File: src/rtl/digit_unloader.sv
// Snapshots the keypad entry register on start and streams its digits out
// oldest-first over valid/ready, accumulating their decimal value.
module digit_unloader #(
  parameter int NDIG = 6,
  parameter int DW   = 8,
  parameter int VW   = 20
) (
  input  logic          clk,
  input  logic          rst,
  input  logic          start,
  input  logic [3:0]    cnt,
  input  logic [DW-1:0] din0,
  input  logic [DW-1:0] din1,
  input  logic [DW-1:0] din2,
  input  logic [DW-1:0] din3,
  input  logic [DW-1:0] din4,
  input  logic [DW-1:0] din5,
  output logic [DW-1:0] digit,
  output logic          digit_valid,
  input  logic          digit_ready,
  output logic [VW-1:0] value,
  output logic          busy,
  output logic          done,
  output logic          err
);

  typedef enum logic [1:0] {S_IDLE, S_EMIT, S_DONE} state_t;

  state_t        r_state;
  logic [DW-1:0] r_snap [NDIG];
  logic [2:0]    r_idx;
  logic [DW-1:0] r_digit;
  logic          r_valid;
  logic [VW-1:0] r_value;
  logic          r_busy;
  logic          r_done;
  logic          r_err;

  logic [DW-1:0] w_din [NDIG];
  logic [2:0]    w_first;
  logic          w_xfer;
  logic          w_legal;
  logic [VW-1:0] w_acc;

  assign w_din[0] = din0;
  assign w_din[1] = din1;
  assign w_din[2] = din2;
  assign w_din[3] = din3;
  assign w_din[4] = din4;
  assign w_din[5] = din5;

  // Oldest valid digit sits at slot cnt-1; only used when 1 <= cnt <= NDIG.
  assign w_first = cnt[2:0] - 3'd1;
  assign w_xfer  = r_valid & digit_ready;
  assign w_legal = (r_digit < DW'(10));
  assign w_acc   = r_value * VW'(10) + VW'(r_digit);

  always_ff @(posedge clk) begin
    if (rst) begin
      r_state <= S_IDLE;
      r_idx   <= '0;
      r_digit <= '0;
      r_valid <= 1'b0;
      r_value <= '0;
      r_busy  <= 1'b0;
      r_done  <= 1'b0;
      r_err   <= 1'b0;
    end else begin
      case (r_state)
        S_IDLE: begin
          r_done <= 1'b0;
          if (start) begin
            for (int i = 0; i < NDIG; i++) r_snap[i] <= w_din[i];
            r_value <= '0;
            r_err   <= 1'b0;
            if (cnt == 4'd0) begin
              r_state <= S_DONE;
              r_done  <= 1'b1;
            end else if (cnt > 4'(NDIG)) begin
              r_state <= S_DONE;
              r_done  <= 1'b1;
              r_err   <= 1'b1;
            end else begin
              r_idx   <= w_first;
              r_digit <= w_din[w_first];
              r_valid <= 1'b1;
              r_busy  <= 1'b1;
              r_state <= S_EMIT;
            end
          end
        end
        S_EMIT: begin
          if (w_xfer) begin
            if (w_legal && (r_idx != 3'd0)) begin
              r_value <= w_acc;
              r_idx   <= r_idx - 3'd1;
              r_digit <= r_snap[r_idx - 3'd1];
            end else begin
              // Last digit or an illegal code: either way the unload ends here.
              if (w_legal) r_value <= w_acc;
              else         r_err   <= 1'b1;
              r_valid <= 1'b0;
              r_busy  <= 1'b0;
              r_done  <= 1'b1;
              r_state <= S_DONE;
            end
          end
        end
        S_DONE: begin
          r_done  <= 1'b0;
          r_state <= S_IDLE;
        end
        default: r_state <= S_IDLE;
      endcase
    end
  end

  assign digit       = r_digit;
  assign digit_valid = r_valid;
  assign value       = r_value;
  assign busy        = r_busy;
  assign done        = r_done;
  assign err         = r_err;

endmodule

File: config.mk
export PLATFORM = sky130hd
export DESIGN_NAME = digit_unloader
export DESIGN_NICKNAME = d
export VERILOG_FILES = /design/src/rtl/digit_unloader.sv
export SDC_FILE = /design/constraint.sdc
export NUM_CORES = 1
export LEC_CHECK = 0
export ABC_CLOCK_PERIOD_IN_PS = 8700
export BUFFER_PORTS_ARGS = -buffer_cell sky130_fd_sc_hd__buf_4
export CAP_MARGIN = 20
export CORE_ASPECT_RATIO = 1.25
export CORE_MARGIN = 10
export CORE_UTILIZATION = 35
export DETAILED_ROUTE_END_ITERATION = 10
export PLACE_DENSITY_LB_ADDON = 0.08
export REMOVE_ABC_BUFFERS = 1
export SLEW_MARGIN = 25
export SYNTH_ARGS = -nofsm -noshare
export SYNTH_HDL_FRONTEND = slang
export SYNTH_SLANG_ARGS = --single-unit
File: constraint.sdc
create_clock -name clk -period 8.7 [get_ports clk]
set_input_delay 2.175 -clock clk [delete_from_list [all_inputs] [get_ports clk]]
set_output_delay 2.175 -clock clk [all_outputs]
set_load 0.05 [all_outputs]
==> metrics.csv <==
stage,metric,value,unit
worst_setup_path,crit_fanout,18,
clock_network,ctsResizeCount,0,
logic_synthesis,yosys.area.top_type,edfxtp_1,
cells_and_area,layout-drive-gt1-share,24.3,%
cells_and_area,syn_to_final_growth,21.1,%
detailed_routing,routed_wl,14300,µm
worst_setup_path,rrSetupSlack,4.95,ns
global_routing,grt-ovfl-total,0,
logic_synthesis,yosysSeqAreaShare,39.9,%
worst_setup_path,r2r-start,value[1],
global_routing,grt_pass1_vias,4508,
detailed_routing,firstDrtPassIters,4,
global_routing,grt_max_degree,49,
sta,layout_setup_ws,4.56,ns
worst_setup_path,crit_arrival,4.35,ns
detailed_routing,vias,4242,
logic_synthesis,synthTopCellsByArea,"edfxtp_1 27%, dfxtp_1 13%, ha_1 10%, mux4_2 6.7%, nor2_1 3.7%",
logic_synthesis,synth-edff-count,48,
detailed_routing,post_drt_wl_per_cell,17.7,µm
flow_run,maxCapViolations,0,
clock_network,cts_tree,built,
die,coreArea,15100,µm²
detailed_routing,vias_per_cell,5.24,
placed_design,numPortBuffers,87,
placed_design,dp_hpwl,10900,µm
cells_and_area,diodes,0,
power_and_ir_drop,p_per_area,174,nW/µm²
placed_design,placed_cells_incl_taps,794,
global_routing,grt_pass1_wl,23200,µm
min_path,hold_class,register to register,
clock_network,post-cts-setup-buffers,0,
worst_setup_path,worstSetupEndpoint,digit[4],
clock_network,cts.path.max_buffers,2,
worst_setup_path,path_class,input port to register,
sta,max_slew_margin,53.7,%
global_routing,antenna_found_initial,0,
placed_design,post-place-ws,4.17,ns
logic_synthesis,synthCells,516,
detailed_routing,ant_nets,0,
power_and_ir_drop,p_total,1.14,mW
die,ios,88,
logic_synthesis,synthArstFlopShare,0,%
placed_design,globalplace.congestion,0.798,
worst_setup_path,cp-end-kind,register,
outcome,outcome,completed,
sta,final_max_slew_viol_count,0,
die,die_y,159,µm
die,fp-row-count,50,
logic_synthesis,synth_cell_types,70,
sta,skew,0.0107,ns
sta,max_freq,242,MHz
logic_synthesis,yosys_warnings,0,
die,dieWidth,131,µm
clock_network,cts_made_buffers,9,
cells_and_area,fin_util,43.5,%
worst_setup_path,crit_path_start,cnt[0],
clock_network,htreeDepth,3,
sta,post-route-period-util,47.5,%
worst_setup_path,worstPathCellList,"buf_4, inv_1, ha_1, mux4_2, a221oi_1, a211oi_1, a21oi_1, nor2_1",
clock_network,cts_sinks,84,
worst_setup_path,max_stage_delay,0.75,ns
logic_synthesis,syn_avg_cell_area,10.5,µm²
worst_setup_path,reg2regPathDepth,14,
sta,worst_pin_slew,0.695,ns
logic_synthesis,ys_seq_elements,84,
power_and_ir_drop,leakagePower,2.77,nW
clock_network,cts_hold_repair.buffers,0,
sta,tns,0,ns
worst_setup_path,critPathRequiredTime,8.91,ns
logic_synthesis,yosysTopAreaCellShare,26.6,%
die,dieArea,20900,µm²
detailed_routing,drc,0,
clock_network,path_clk_slew,0.07,ns
worst_setup_path,cp-start-kind,input port,
power_and_ir_drop,ir_worst_vdd,0.0873,mV
worst_setup_path,worstReg2RegEnd,value[19],
sta,period_needed,4.14,ns
detailed_routing,drt-initial-drc-count,200,
logic_synthesis,netlist_area,5420,µm²
cells_and_area,fin_cells,810,
global_routing,track_usage,13.4,%
sta,rsz0062_at_grt,no,
worst_setup_path,crit_slowest_cell,ha_1,
sta,setup_viol,0,
sta,finalHoldViolCount,0,
clock_network,worstSkewPairLatency,0.34,ns
clock_network,cts_root_buf,clkbuf_16,
logic_synthesis,ys.flop_type,edfxtp_1,
die,start_util,35.9,%
cells_and_area,nets,700,
## cell families after synthesis
family / count (synthesis) / share of synthesized area (%)
adder cells (fa/ha/maj): 47 / 11.1
buffers and inverters: 47 / 3.56
AND/OR/NAND/NOR: 138 / 12.5
multiplexers: 33 / 9.80
flip-flops: 84 / 39.9
AO/OA/AOI/OAI: 136 / 17.7
XOR/XNOR: 31 / 5.43
## cell usage after synthesis (all sizes together), types with 3 or more instances
master / instances
o21a: 9
nor2b: 4
mux4: 16
inv: 22
a22oi: 6
xnor2: 20
a21o: 7
ha: 45
mux2i: 17
dfxtp: 36
o21ai: 18
buf: 9
nand3: 15
a221oi: 9
a211oi: 17
nor3b: 3
and3: 5
nor2: 54
or2: 3
a21oi: 42
o2111ai: 4
and2: 3
xor2: 11
nand2: 25
a31oi: 3
o211ai: 3
nor3: 8
edfxtp: 48
clkbuf: 15
or3: 4
## placed cells by master (no fill, tap or decap), types with 3 or more instances in the layout
master,count
a211oi_1,16
o21ai_0,14
dfxtp_1,36
a21oi_1,40
a31oi_1,3
and2_1,3
clkbuf_16,9
nor2b_1,4
a221oi_1,8
nor3_1,7
clkinvlp_4,3
buf_4,94
inv_1,22
mux2i_1,17
nand2_1,25
o21ai_1,3
a21o_1,7
a22oi_1,6
nor2_1,54
xnor2_1,19
ha_1,45
or3_1,4
edfxtp_1,48
o2111ai_1,4
nand3_1,14
and3_1,5
nor3b_1,3
xor2_1,9
o21a_1,8
mux4_2,16
## cell type report
| type | instances | area, µm² |
|---|---|---|
| multi-input combinational | 385 | 3070 |
| inverter | 23 | 86.3 |
| sequential | 84 | 2160 |
| clock buffer | 10 | 229 |
| fill | 1482 | 8520 |
| tap | 208 | 260 |
| timing repair buffer | 94 | 706 |
| clock inverter | 6 | 48.8 |
## per-layer routing
layer	share of wire, %	GRT usage, %	up-vias
met5	0	0	-
met4	1.0	3.19	0
met3	4.0	3.03	8
met2	52	24.6	93
met1	43	15.2	2025
li1	-	-	2116
## state kept, by name, summed over array words and instances, names as in the netlist
signal   count
digit        8
done         1
r_state      2
value       20
busy         1
r_idx        3
err          1
r_snap      48
## where the power goes
part           switching [mW]  internal (mW)
sequential             0.0187          0.454
clock                   0.165          0.196
combinational           0.188          0.117
## worst max-delay path, delay by kind of cell
kind / cells / cell delay [ns]
buf+inv: 2 / 0.40
compound gates: 3 / 0.56
mux: 1 / 0.40
simple gates: 1 / 0.05
fa+ha+maj: 1 / 0.75
## metrics by stage
step | hold WS (ns) | cell area (µm²)
2_1_floorplan | 0.457 | 5310
3_3_place_gp | 0.463 | 6280
3_5_place_dp | 0.458 | 6280
4_1_cts | 0.471 | 6560
5_1_grt | 0.487 | 6560
6_report | 0.467 | 6560
## how the worst min path moves through the flow
stage                    from   endpoint  slack [ns]  depth (start not counted)
global placement    value[19]  value[19]        0.46                          2
detailed placement  value[19]  value[19]        0.46                          2
CTS                 value[19]  value[19]        0.47                          2
global route        value[19]  value[19]        0.49                          2
floorplan            r_idx[1]   r_idx[1]        0.46                          2
finish              value[19]  value[19]        0.47                          2
No activity file was read; power rests on OpenSTA's default activity.
